==> config.mk <==
export PLATFORM = sky130hd
export DESIGN_NAME = fifo_burst_arbiter
export DESIGN_NICKNAME = d
export VERILOG_FILES = /design/src/rtl/fifo_burst_arbiter.sv
export SDC_FILE = /design/constraint.sdc
export NUM_CORES = 1
export LEC_CHECK = 0
export CAP_MARGIN = 20
export CORE_ASPECT_RATIO = 1.75
export CORE_MARGIN = 8
export CORE_UTILIZATION = 40
export DETAILED_ROUTE_END_ITERATION = 10
export GPL_TIMING_DRIVEN = 0
export PLACE_DENSITY = 0.68
export SYNTH_ARGS = -nofsm -noshare
export SYNTH_HDL_FRONTEND = slang
export SYNTH_SLANG_ARGS = --single-unit
export TNS_END_PERCENT = 30
==> constraint.sdc <==
create_clock -name clk -period 3.3 [get_ports clk]
set_input_delay 0.495 -clock clk [delete_from_list [all_inputs] [get_ports clk]]
set_output_delay 0.495 -clock clk [all_outputs]
set_load 0.01 [all_outputs]
==> src/rtl/fifo_burst_arbiter.sv <==
// Drains two FWFT sample FIFOs (ch0 sub-GHz, ch1 2.4 GHz) into one tagged output stream,
// granting whole bursts round-robin from locally tracked occupancy counts.
module fifo_burst_arbiter #(
    parameter int ADDR_WIDTH = 10,
    parameter int DATA_WIDTH = 16,
    parameter int BURST_LEN  = 64
) (
    input  logic                  clk,
    input  logic                  reset_n,
    input  logic                  enable_i,
    input  logic                  flush_i,
    input  logic                  ch0_wr_en_i,
    input  logic                  ch1_wr_en_i,
    input  logic                  ch0_empty_i,
    input  logic                  ch1_empty_i,
    input  logic [DATA_WIDTH-1:0] ch0_data_i,
    input  logic [DATA_WIDTH-1:0] ch1_data_i,
    output logic                  ch0_rd_en_o,
    output logic                  ch1_rd_en_o,
    output logic                  out_valid_o,
    input  logic                  out_ready_i,
    output logic [DATA_WIDTH-1:0] out_data_o,
    output logic                  out_ch_o,
    output logic                  out_last_o,
    output logic [1:0]            overflow_o,
    input  logic                  clear_ovf_i
);

    localparam int CW = ADDR_WIDTH + 1;
    localparam logic [CW-1:0] CNT_ZERO = {CW{1'b0}};
    localparam logic [CW-1:0] CNT_ONE  = {{ADDR_WIDTH{1'b0}}, 1'b1};
    localparam logic [CW-1:0] CNT_MAX  = {1'b0, {ADDR_WIDTH{1'b1}}};
    localparam logic [CW-1:0] BURST_C  = CW'(BURST_LEN);

    typedef enum logic [1:0] {
        IDLE  = 2'b00,
        BURST = 2'b01,
        GAP   = 2'b10
    } state_t;

    state_t                state_r;
    state_t                state_s;
    logic [CW-1:0]         cnt0_r;
    logic [CW-1:0]         cnt1_r;
    logic [CW-1:0]         rem_r;
    logic [CW-1:0]         len_s;
    logic                  grant_r;
    logic                  rr_r;
    logic                  pick_s;
    logic                  start_s;
    logic                  pop_s;
    logic                  head_empty_s;
    logic [DATA_WIDTH-1:0] head_data_s;
    logic [1:0]            elig_s;
    logic [1:0]            ovf_new_s;
    logic [1:0]            overflow_r;
    logic                  out_valid_r;
    logic                  out_ch_r;
    logic                  out_last_r;
    logic [DATA_WIDTH-1:0] out_data_r;

    function automatic logic is_eligible(input logic [CW-1:0] cnt, input logic flush);
        return (cnt >= BURST_C) || (flush && (cnt != CNT_ZERO));
    endfunction

    function automatic logic [CW-1:0] burst_len_of(input logic [CW-1:0] cnt);
        if (cnt < BURST_C) begin
            return cnt;
        end else begin
            return BURST_C;
        end
    endfunction

    // A write into a full FIFO is dropped by the FIFO, so it must not be counted.
    function automatic logic [CW-1:0] next_cnt(input logic [CW-1:0] cnt, input logic wr,
                                               input logic pop);
        logic wr_eff;
        wr_eff = wr && (cnt != CNT_MAX);
        if (wr_eff && !pop) begin
            return cnt + CNT_ONE;
        end else if (!wr_eff && pop) begin
            return cnt - CNT_ONE;
        end else begin
            return cnt;
        end
    endfunction

    // Channel eligibility and round-robin pick starting at rr.
    always_comb begin
        elig_s[0] = is_eligible(cnt0_r, flush_i);
        elig_s[1] = is_eligible(cnt1_r, flush_i);
        if (elig_s[rr_r]) begin
            pick_s = rr_r;
        end else begin
            pick_s = ~rr_r;
        end
        if (pick_s) begin
            len_s = burst_len_of(cnt1_r);
        end else begin
            len_s = burst_len_of(cnt0_r);
        end
        start_s = (state_r == IDLE) && enable_i && (elig_s != 2'b00);
    end

    // Pop strobes: only while words remain, the head is valid and the output slot frees.
    always_comb begin
        if (grant_r) begin
            head_empty_s = ch1_empty_i;
            head_data_s  = ch1_data_i;
        end else begin
            head_empty_s = ch0_empty_i;
            head_data_s  = ch0_data_i;
        end
        pop_s = (state_r == BURST) && (rem_r != CNT_ZERO) && !head_empty_s &&
                (!out_valid_r || out_ready_i);
        ch0_rd_en_o = pop_s && !grant_r;
        ch1_rd_en_o = pop_s && grant_r;
    end

    // Next-state logic.
    always_comb begin
        state_s = state_r;
        case (state_r)
            IDLE: begin
                if (start_s) begin
                    state_s = BURST;
                end else begin
                    state_s = IDLE;
                end
            end
            BURST: begin
                if ((rem_r == CNT_ZERO) && (!out_valid_r || out_ready_i)) begin
                    state_s = GAP;
                end else begin
                    state_s = BURST;
                end
            end
            GAP:     state_s = IDLE;
            default: state_s = IDLE;
        endcase
    end

    // State register.
    always_ff @(posedge clk or negedge reset_n) begin
        if (!reset_n) begin
            state_r <= IDLE;
        end else begin
            state_r <= state_s;
        end
    end

    // Grant, remaining-word count and round-robin pointer.
    always_ff @(posedge clk or negedge reset_n) begin
        if (!reset_n) begin
            grant_r <= 1'b0;
            rem_r   <= CNT_ZERO;
            rr_r    <= 1'b0;
        end else if (start_s) begin
            grant_r <= pick_s;
            rem_r   <= len_s;
        end else if (pop_s) begin
            rem_r <= rem_r - CNT_ONE;
        end else if (state_r == GAP) begin
            rr_r <= ~grant_r;
        end else begin
            rem_r <= rem_r;
        end
    end

    // Output register: load on pop, drop valid when accepted without a replacement.
    always_ff @(posedge clk or negedge reset_n) begin
        if (!reset_n) begin
            out_valid_r <= 1'b0;
            out_ch_r    <= 1'b0;
            out_last_r  <= 1'b0;
            out_data_r  <= {DATA_WIDTH{1'b0}};
        end else if (pop_s) begin
            out_valid_r <= 1'b1;
            out_ch_r    <= grant_r;
            out_last_r  <= (rem_r == CNT_ONE);
            out_data_r  <= head_data_s;
        end else if (out_valid_r && out_ready_i) begin
            out_valid_r <= 1'b0;
        end else begin
            out_valid_r <= out_valid_r;
        end
    end

    // Overflow detection: a write seen while the tracked count is at capacity.
    always_comb begin
        ovf_new_s[0] = ch0_wr_en_i && (cnt0_r == CNT_MAX);
        ovf_new_s[1] = ch1_wr_en_i && (cnt1_r == CNT_MAX);
    end

    // Occupancy counters and sticky overflow; a new overflow wins over clear.
    always_ff @(posedge clk or negedge reset_n) begin
        if (!reset_n) begin
            cnt0_r     <= CNT_ZERO;
            cnt1_r     <= CNT_ZERO;
            overflow_r <= 2'b00;
        end else begin
            cnt0_r     <= next_cnt(cnt0_r, ch0_wr_en_i, ch0_rd_en_o);
            cnt1_r     <= next_cnt(cnt1_r, ch1_wr_en_i, ch1_rd_en_o);
            overflow_r <= (overflow_r & ~{2{clear_ovf_i}}) | ovf_new_s;
        end
    end

    assign out_valid_o = out_valid_r;
    assign out_ch_o    = out_ch_r;
    assign out_last_o  = out_last_r;
    assign out_data_o  = out_data_r;
    assign overflow_o  = overflow_r;

endmodule

Word-level counts from Yosys, hierarchy flattened
Index checks and enable logic that the tools add are counted.
{"block": "classes", "add_sub_neg": 5, "mul": 0, "div_mod_pow": 0, "order_cmp": 5, "n_eq_ne": 7, "shift": 0, "mux": 19, "bitwise_logic": 7, "reduce_logical": 40}
{"operator": "$mux 11", "count": 9}
{"operator": "$reduce_bool 11->1", "count": 3}
{"operator": "$sub 11x1->11 const B", "count": 3}
{"operator": "$add 11x1->11 const B", "count": 2}
{"operator": "$eq 11x10->1 const B", "count": 2}
{"operator": "$ge 11x7->1 const B", "count": 2}
{"operator": "$lt 11x7->1 const B", "count": 2}
{"operator": "$ne 11x10->1 const B", "count": 2}
{"operator": "$logic_and 1x1->1", "count": 19}
{"operator": "$mux 16", "count": 1}
{"operator": "$eq 11x1->1 const B", "count": 1}
{"operator": "$logic_not 11->1", "count": 1}
{"operator": "$reduce_bool 2->1", "count": 5}
{"operator": "$logic_not 1->1", "count": 7}
{"operator": "$mux 1", "count": 7}
{"operator": "$not 1->1", "count": 4}
{"operator": "$pmux 2 s2", "count": 1}
{"operator": "$logic_or 1x1->1", "count": 3}
{"operator": "$reduce_and 3->1", "count": 1}
{"operator": "$and 2x2->2", "count": 1}
{"operator": "$eq 2x1->1 const B", "count": 1}
{"operator": "$eq 2x2->1 const B", "count": 1}
{"operator": "$logic_not 2->1", "count": 1}
{"operator": "$lt 1x2->1 const B", "count": 1}
{"operator": "3 further kinds", "count": 3}
{"block": "word_totals", "ff_bits": 58, "latch_bits": 0, "mem_bits_rw": 0, "romBits": 0, "in_bits": 42, "output_inout_bits": 23, "wordCells": 94, "memories": 0}

Longest topological paths before layout
Gate-level depths: netlist of the first run.
{"block": "logic_depth", "ltp_word": 8, "mapped_depth": 15, "mapped_depth_nobuf": 15}

Worst setup path after synthesis of the first run
OpenSTA, ideal clock, no wires.
{"block": "synth_path", "path_type": "register to register", "start": "register rem_r[0]", "end": "register cnt0_r[10]", "setup_ps": 123, "arrival_ps": 3391, "required_ps": 3177, "slack_ps": -213, "stages_incl_launch_ff": 16, "path_buffers": 0, "period_less_slack_ps": 3513, "path_cell_list": "dfrtp_1 > inv_1 > ha_1 > nor3b_1 > and3_4 > nor3_1 > nand2b_1 > ha_1 > inv_1 > ha_1 > a211oi_1 > o211ai_1 > a41oi_1 > xnor2_1 > nand2b_1 > xnor2_1"}
{"block": "synth_via", "elab_chain_len": 8, "elab_cells_between_ends": 10, "cone_classes": "mux (1); reduce/logical (9)"}
{"item": "start: declaration", "line_no": "45", "rtl": "logic [CW-1:0] rem_r;"}
{"item": "start signal: assignment", "line_no": "160", "rtl": "rem_r <= len_s;"}
{"item": "start signal: assignment", "line_no": "162", "rtl": "rem_r <= rem_r - CNT_ONE;"}
{"item": "start signal: assignment", "line_no": "166", "rtl": "rem_r <= rem_r;"}
{"item": "$reduce_bool 11->1 (*)", "line_no": "114", "rtl": "pop_s = (state_r == BURST) && (rem_r != CNT_ZERO) && !head_empty_s &&"}
{"item": "$logic_and 1x1->1 (*) (3 in series)", "line_no": "114"}
{"item": "$logic_and 1x1->1 (*)", "line_no": "116", "rtl": "ch0_rd_en_o = pop_s && !grant_r;"}
{"item": "$logic_not 1->1", "line_no": "79", "rtl": "if (wr_eff && !pop) begin"}
{"item": "$logic_and 1x1->1", "line_no": "79"}
{"item": "$mux 11 or $reduce_bool 2->1 (tied branches)"}
{"item": "end signal: assignment", "line_no": "202", "rtl": "cnt0_r <= next_cnt(cnt0_r, ch0_wr_en_i, ch0_rd_en_o);"}
{"item": "end: declaration", "line_no": "43", "rtl": "logic [CW-1:0] cnt0_r;"}
Mark *: on every way between the ends. The rest lies on a longest branch, timed or not.
A chain may end at the register's enable or synchronous reset.

Worst setup path in the final report of the first run
{"block": "layout_path", "start": "register rem_r[6]", "end": "register cnt1_r[7]"}
{"block": "layout_via", "elab_chain_len": 8, "elab_cells_between_ends": 10, "cone_classes": "mux (1); reduce/logical (9)"}
{"item": "$reduce_bool 11->1 (*)", "line_no": "114"}
{"item": "$logic_and 1x1->1 (*) (3 in series)", "line_no": "114"}
{"item": "$logic_and 1x1->1 (*)", "line_no": "117", "rtl": "ch1_rd_en_o = pop_s && grant_r;"}
{"item": "$logic_not 1->1", "line_no": "79"}
{"item": "$logic_and 1x1->1", "line_no": "79"}
{"item": "$mux 11 or $reduce_bool 2->1 (tied branches)"}
{"item": "end signal: assignment", "line_no": "203", "rtl": "cnt1_r <= next_cnt(cnt1_r, ch1_wr_en_i, ch1_rd_en_o);"}
{"item": "end: declaration", "line_no": "44", "rtl": "logic [CW-1:0] cnt1_r;"}
Marks and branches as above.

==> qor.csv, run 1 <==
metric,value,unit
Lkg Pwr,2.175,nW
Synth Register Bits,58,
final WL,9924,µm
DIE AREA,12430,µm²
layout cells sized above 1,16.98,%
number of enable flip-flop cells after synthesis,0,
Cell Int Power,3.132,mW
Worst Setup End Kind,flip-flop,
"commonest non-fill, non-tap cell in the layout",clkdlybuf4s50_1,
Critical Path End,cnt1_r[7]$_DFFE_PN0P_,
Crit path required time,3.50,ns
first-pass detailed-route iteration total,4,
clock root cell,clkbuf_16,
Crit path largest cell delay,0.42,ns
"Hold Vio Cnt, Final",0,
Top Family by Delay on Critical Path,simple AND/OR/NAND/NOR gates,
Slew @ Worst Pin,0.7421,ns
"antenna viol nets, final",0,
via count,3213,
met1 Usage GRT,17.67,%
core area,8921,µm²
Worst Hold Class,in -> async,
gp weighted congestion,0.8658,
Placed Cells,570,
die height,141.6,µm
routing usage on met2,28.45,%
# H-tree levels,3,
cells after synthesis,385,
Non-Filler Instances,603,
CP Cell Sequence,"nor4_4, and3_4, nor3_4, nand2_2, ha_4, clkinvlp_4, buf_6, ha_4, a21o_1, a32oi_2, a311o_1, buf_4, xor2_1, o21ai_1",
GR Layer Usage met3,3.187,%
# IOs,65,
Starting Density,40.42,%
Critical Path Most Common Cell,ha_4,
clock skew,0.004029,ns
Port Buffers,64,
finished layout cell area,5100,µm²
Syn Nets,453,
largest net degree at the start of global routing,33,
total power,5.338,mW
DR iter-0 viols,112,
Critical Path Source Type,flip-flop,
PD cells,1047,nW/µm²
DP HPWL,7255,µm
initial antenna violation count,0,
slowest CP cell,dfrtp_1,
Die W,87.78,µm
first-pass GRT wire length,15850,µm
CP startpoint,rem_r[6]$_DFFE_PN0N_,
crit path kind,reg -> reg,
reg2reg path depth,14,
Final Util,57.17,%
clk sinks,58,
"Clk Latency, worst-skew pair",0.33,ns
wire per inst,16.46,µm
min Tclk post-route,3.164,ns
synthesis-to-finish area growth,41.43,%
reg2reg start,rem_r[6]$_DFFE_PN0N_,
Vias/cell,5.328,
Nets,547,
Crit. path cell count,14,
Peak Freq,316.1,MHz
r2r endpoint,cnt1_r[7]$_DFFE_PN0P_,
sw frac,41.32,%
Num CTS Buffers,9,
Clk network pwr share,16.9,%
buffer depth of the longest clock path,2,
yosys warns,0,
Slew Limit Fails,0,
row cnt,46,
run status,"complete, no violations",
count of buffer and inverter cells on the critical path,3,
Sw Pwr,2.206,mW
Synth cell types,52,
"Avg Cell Area, Syn",9.366,µm²
unrepaired setup endpoints after global routing,true,
# setup viols final,0,
flop2flop setup slack,0.14,ns
CP arrival,3.36,ns
most frequent cells in the layout,"clkdlybuf4s50_1 (63), dfrtp_1 (57), nand2_1 (56), o21ai_0 (34), mux2i_1 (19)",
GRT Overall Usage,16.28,%
Critical Path Fanout Max,6,
busiest layer in global routing,met2,
Mapped Area,3606,µm²
ANT cells,0,
Worst VDD drop,0.0004307,V
Sequential Power Share,26.9,%
max_slew headroom,50.10,%
Synth Flop Type,dfrtp_1,
GRT overflow,0,
Final period util,95.88,%
drt drc,0,
Post-synth ARST share,100.0,%
"Reg clk slew, reported paths",0.05,ns
TritonCTS clock tree,built,
max cap viols,0,
post-synthesis sequential area ratio,40.25,%
vias in the first global route,3215,
Comb power frac,56.2,%
placed cell area,4423,µm²
## metal layers
layer / wire length [µm] / part of all wire (%)
met4: 288 / 2.9
met3: 410 / 4.1
met2: 5237 / 53
met5: 0 / 0
met1: 3987 / 40
## worst min path at each step
stage / startpoint / endpoint / slack (ns)
after floorplan: reset_n / cnt0_r[0]$_DFFE_PN0P_ / 0.20
after global placement: out_ch_o$_DFFE_PN0P_ / out_ch_o$_DFFE_PN0P_ / 0.46
after detailed placement: out_ch_o$_DFFE_PN0P_ / out_ch_o$_DFFE_PN0P_ / 0.47
after CTS: reset_n / out_data_o[10]$_DFFE_PN0P_ / 0.20
after global routing: reset_n / out_data_o[10]$_DFFE_PN0P_ / 0.24
final: reset_n / out_data_o[10]$_DFFE_PN0P_ / 0.20
## state kept, by name, summed over array words and instances, names as in the netlist, 2 cells and up
signal	cells
overflow_o	2
state_r	2
cnt0_r	11
out_data_o	16
cnt1_r	11
rem_r	11
## power by group through the flow
stage | logic [mW] | clock network [mW] | registers [mW]
2_1_floorplan | 1.76 | 0 | 1.35
3_3_place_gp | 2.43 | 0 | 1.38
3_5_place_dp | 2.51 | 0 | 1.39
4_1_cts | 2.65 | 0.923 | 1.40
5_1_grt | 3.33 | 0.947 | 1.47
6_report | 3.00 | 0.905 | 1.43
## cell usage after synthesis, types with 4 or more instances
library cell,instances,share of area [%]
o31ai_1,5,1.0
nand3_1,4,0.56
dfrtp_1,58,40
a211oi_1,5,1.0
nor2_1,18,1.9
xnor2_1,11,2.7
a21o_1,10,2.1
nand2_1,57,5.9
a221oi_1,4,0.97
nor4_1,4,0.69
xor2_1,13,3.2
clkbuf_1,5,0.52
and2_1,6,1.0
buf_2,4,0.56
ha_1,24,8.3
mux2i_1,19,5.3
a21oi_1,15,2.1
o21ai_0,41,5.7
nor3_1,14,1.9
inv_1,14,1.5
## through the flow
| step | hold WS [ns] | TNS [ns] | setup slack (ns) |
|---|---|---|---|
| 6_report | 0.1955 | 0 | 0.1360 |
| 5_1_grt | 0.2353 | -0.1258 | -0.04519 |
| 4_1_cts | 0.1999 | 0 | 0.003690 |
| 3_5_place_dp | 0.4680 | -7.681 | -0.8003 |
| 3_3_place_gp | 0.4602 | -13.22 | -0.7087 |
| 2_1_floorplan | 0.1994 | 0 | 0.03411 |
## logic make-up (layout without fill, tap and decap cells)
family                     Yosys count  count (layout)  synth area share [%]
adders and majority gates           26              26                 9.438
and+or+nand+nor                    130             130                 18.36
AOI/OAI and AO/OA                   99              99                 16.97
buffers and inverters               27             125                 3.262
xor gates and xnor gates            24              24                 5.829
muxes                               21              21                 5.899
DFF                                 58              58                 40.25
## cell type report
cell class / count / area, µm²
Clock buffer: 12 / 246.5
Inverter: 14 / 60.06
Sequential cell: 58 / 1453
Buffer: 13 / 65.06
Clock inverter: 3 / 40.04
Timing Repair Buffer: 83 / 802.0
Multi-Input combinational cell: 300 / 2283
Tap cell: 120 / 150.1
Fill cell: 771 / 3821
## repair_timing
item | 4_1_cts | 5_1_grt
setup endpoints to repair | 14 | 11
buffers inserted | 9 | 9
pin swaps | 4 | 19
hold buffers | 0 | 0
gates resized for setup | 13 | 35
endpoints found under the hold margin | 0 | 0
No activity file was read; power rests on OpenSTA's default activity.
==> inputs of run 2 (changes only) <==
--- a/config.mk
+++ b/config.mk
@@ -7,7 +7,7 @@
 export LEC_CHECK = 0
 export CAP_MARGIN = 20
 export CORE_ASPECT_RATIO = 1.75
-export CORE_MARGIN = 8
+export CORE_MARGIN = 2
 export CORE_UTILIZATION = 40
 export DETAILED_ROUTE_END_ITERATION = 10
 export GPL_TIMING_DRIVEN = 0
==> run 2 against run 1 <==
Final cell count is 1.5% lower. Via count is 0.34% higher. First-iteration DRC count is 20% higher. Clock skew is 0.0013 ns higher. Combinational power is 6.7% lower. Largest cell class unchanged.
==> qor.csv, run 2 (same netlist as run 1, synthesis figures left out) <==
metric,value,unit,change
"commonest non-fill, non-tap cell in the layout",clkdlybuf4s50_1,,
Reg area,1453,µm²,unchanged
setup_tns,0,ns,unchanged
first-pass detailed-route iteration total,4,,unchanged
Worst VDD drop,0.0003677,V,-15%
clock skew,0.005348,ns,+0.001318 ns
TritonCTS clock tree,built,,
Critical Path Fanout Max,5,,-1
run status,"complete, no violations",,
gp weighted congestion,0.8240,,-4.8%
Sequential Power Share,27.2,%,+0.3 points
Crit path required time,3.51,ns,about the same
vias in the first global route,3232,,+0.53%
# IOs,65,,unchanged
sw frac,40.95,%,-0.38 points
Slew Limit Fails,0,,unchanged
first-pass GRT wire length,14950,µm,-5.7%
Peak Freq,307.2,MHz,-2.8%
Sw Pwr,2.127,mW,-3.6%
via count,3224,,+0.34%
"Hold Vio Cnt, Final",0,,unchanged
synthesis-to-finish area growth,38.03,%,
row cnt,45,,-2.2%
CP arrival,3.47,ns,+0.11 ns
crit path kind,reg -> reg,,
# H-tree levels,3,,unchanged
Final WS setup,0.04526,ns,-0.09074 ns
Clk network pwr share,18.8,%,+1.9 points
total power,5.194,mW,-2.7%
DP HPWL,6828,µm,-5.9%
worst hold slack,0.2117,ns,+0.01615 ns
area occupied by multi-input gates,2195,µm²,-3.9%
Die W,75.78,µm,-14%
unrepaired setup endpoints after global routing,true,,
GRT overflow,0,,unchanged
largest net degree at the start of global routing,31,,-6.1%
Cell Int Power,3.067,mW,-2.1%
die height,129.6,µm,-8.5%
DIE AREA,9821,µm²,-21%
drt drc,0,,unchanged
Nets,540,,-1.3%
max_slew headroom,44.14,%,-6.0 points
GRT Overall Usage,19.86,%,+3.6 points
final WL,9143,µm,-7.9%
Vias/cell,5.428,,+1.9%
Final period util,98.63,%,+2.7 points
"Reg clk slew, reported paths",0.05,ns,about the same
Worst Setup End Kind,flip-flop,,
initial antenna violation count,0,,unchanged
Worst Hold Class,in -> async,,
Comb power frac,54.0,%,-2.2 points
# setup viols final,0,,unchanged
Starting Density,41.32,%,+0.90 points
DR iter-0 viols,134,,+20%
Port Buffers,64,,unchanged
wire per inst,15.39,µm,-6.5%
ANT cells,0,,unchanged
layout cells sized above 1,14.26,%,-2.7 points
"antenna viol nets, final",0,,unchanged
most frequent cells in the layout,"clkdlybuf4s50_1 (63), nand2_1 (57), dfrtp_1 (57), o21ai_0 (38), mux2i_1 (19)",,
Slew @ Worst Pin,0.8308,ns,+0.08873 ns
clock root cell,clkbuf_16,,
Layout fillers,747,,-3.1%
max FFs per register,16,,unchanged
clk sinks,58,,unchanged
Lkg Pwr,2.155,nW,-0.92%
max cap viols,0,,unchanged
PD cells,1044,nW/µm²,-0.29%
pre-CTS setup slack,-0.7320,ns,+0.06836 ns
min Tclk post-route,3.255,ns,+0.09074 ns
Num CTS Buffers,9,,unchanged
Critical Path Source Type,flip-flop,,
buffer depth of the longest clock path,2,,unchanged
"Clk Latency, worst-skew pair",0.33,ns,about the same
core area,8727,µm²,-2.2%
[run 2: changes by cell type in the layout (fill, tap and decap cells not counted), sizes merged]
cell      delta
clkbuf       +3
buf          -7
clkinv       -2
inv          +1
clkinvlp     -1
[run 2: layer usage]
layer	up-vias	wire, µm	GRT usage, %
li1	1564	-	-
met1	1549	3432	20.12
met2	87	4952	36.21
met3	24	413	4.277
met4	0	345	10.42
met5	-	0	0
[run 2: worst paths after layout]
| check | from | to | slack [ns] | depth (start not counted) |
|---|---|---|---|---|
| worst max-delay path | rem_r[6]$_DFFE_PN0N_ | cnt0_r[10]$_DFFE_PN0P_ | 0.05 | 13 |
| worst min-delay path | reset_n | out_data_o[8]$_DFFE_PN0P_ | 0.21 | 1 |
| worst max register to register | rem_r[6]$_DFFE_PN0N_ | cnt0_r[10]$_DFFE_PN0P_ | 0.05 | 13 |
| worst min register to register | out_data_o[6]$_DFFE_PN0P_ | out_data_o[6]$_DFFE_PN0P_ | 0.48 | 2 |
| max in group asynchronous | reset_n | rem_r[5]$_DFFE_PN0N_ | 2.46 | 2 |
| min in group clk | out_data_o[6]$_DFFE_PN0P_ | out_data_o[6]$_DFFE_PN0P_ | 0.48 | 2 |
[run 2: worst max-delay path, stage by stage, from the launching register on]
cell	delay [ns]
dfrtp_1	0.41
nor4_4	0.40
and3_4	0.27
nor3_4	0.05
nand2b_1	0.17
ha_2	0.23
clkinvlp_4	0.16
fa_2	0.44
a211oi_4	0.25
o211ai_1	0.18
a41oi_2	0.22
xnor2_1	0.15
nand2b_1	0.08
xnor2_1	0.12
[run 2: area by class of cell]
cell class                      instances  area share (%)
Clock buffer                           15           5.782
Timing Repair Buffer                   76           14.91
Buffer                                 13           1.307
Sequential cell                        58           29.19
Tap cell                              117           2.941
Inverter                               14           1.181
Multi-Input combinational cell        300           44.09
Clock inverter                          1          0.6033
[run 2: per-stage QoR]
step | cells | utilization, % | cell area [µm²]
finish | 594 | 57.03 | 4977
global route | 594 | 57.03 | 4977
CTS | 586 | 55.05 | 4805
detailed placement | 567 | 50.64 | 4419
global placement | 566 | 50.47 | 4404
floorplan | 385 | - | 3617
[run 2: what timing repair did]
action,in CTS,in global routing
hold endpoints to repair,0,0
hold buffers,0,0
pin swaps,3,13
endpoints found under the setup margin,12,10
setup buffers,3,8
resized for setup,12,22
[run 2: power groups by stage]
| stage | clock network [mW] | registers, mW | logic (mW) |
|---|---|---|---|
| 2_1_floorplan | 0 | 1.35 | 1.76 |
| 3_3_place_gp | 0 | 1.38 | 2.42 |
| 3_5_place_dp | 0 | 1.39 | 2.51 |
| 4_1_cts | 0.988 | 1.40 | 2.60 |
| 5_1_grt | 1.03 | 1.46 | 3.14 |
| 6_report | 0.979 | 1.41 | 2.80 |
==> inputs of run 3 (changes only) <==
==> constraint.sdc (replaced) <==
create_clock -name clk -period 3.3 [get_ports clk]
set_input_delay 0.495 -clock clk [delete_from_list [all_inputs] [get_ports clk]]
set_output_delay 0.495 -clock clk [all_outputs]
set_load 0.005 [all_outputs]
==> results of run 3 <==
The final DEF is identical to that of run 2. Status: complete, no violations.
Main changes from that run: total power 5.194 mW -> 5.148 mW; worst IR drop on VDD 0.0003677 V -> 0.0003662 V
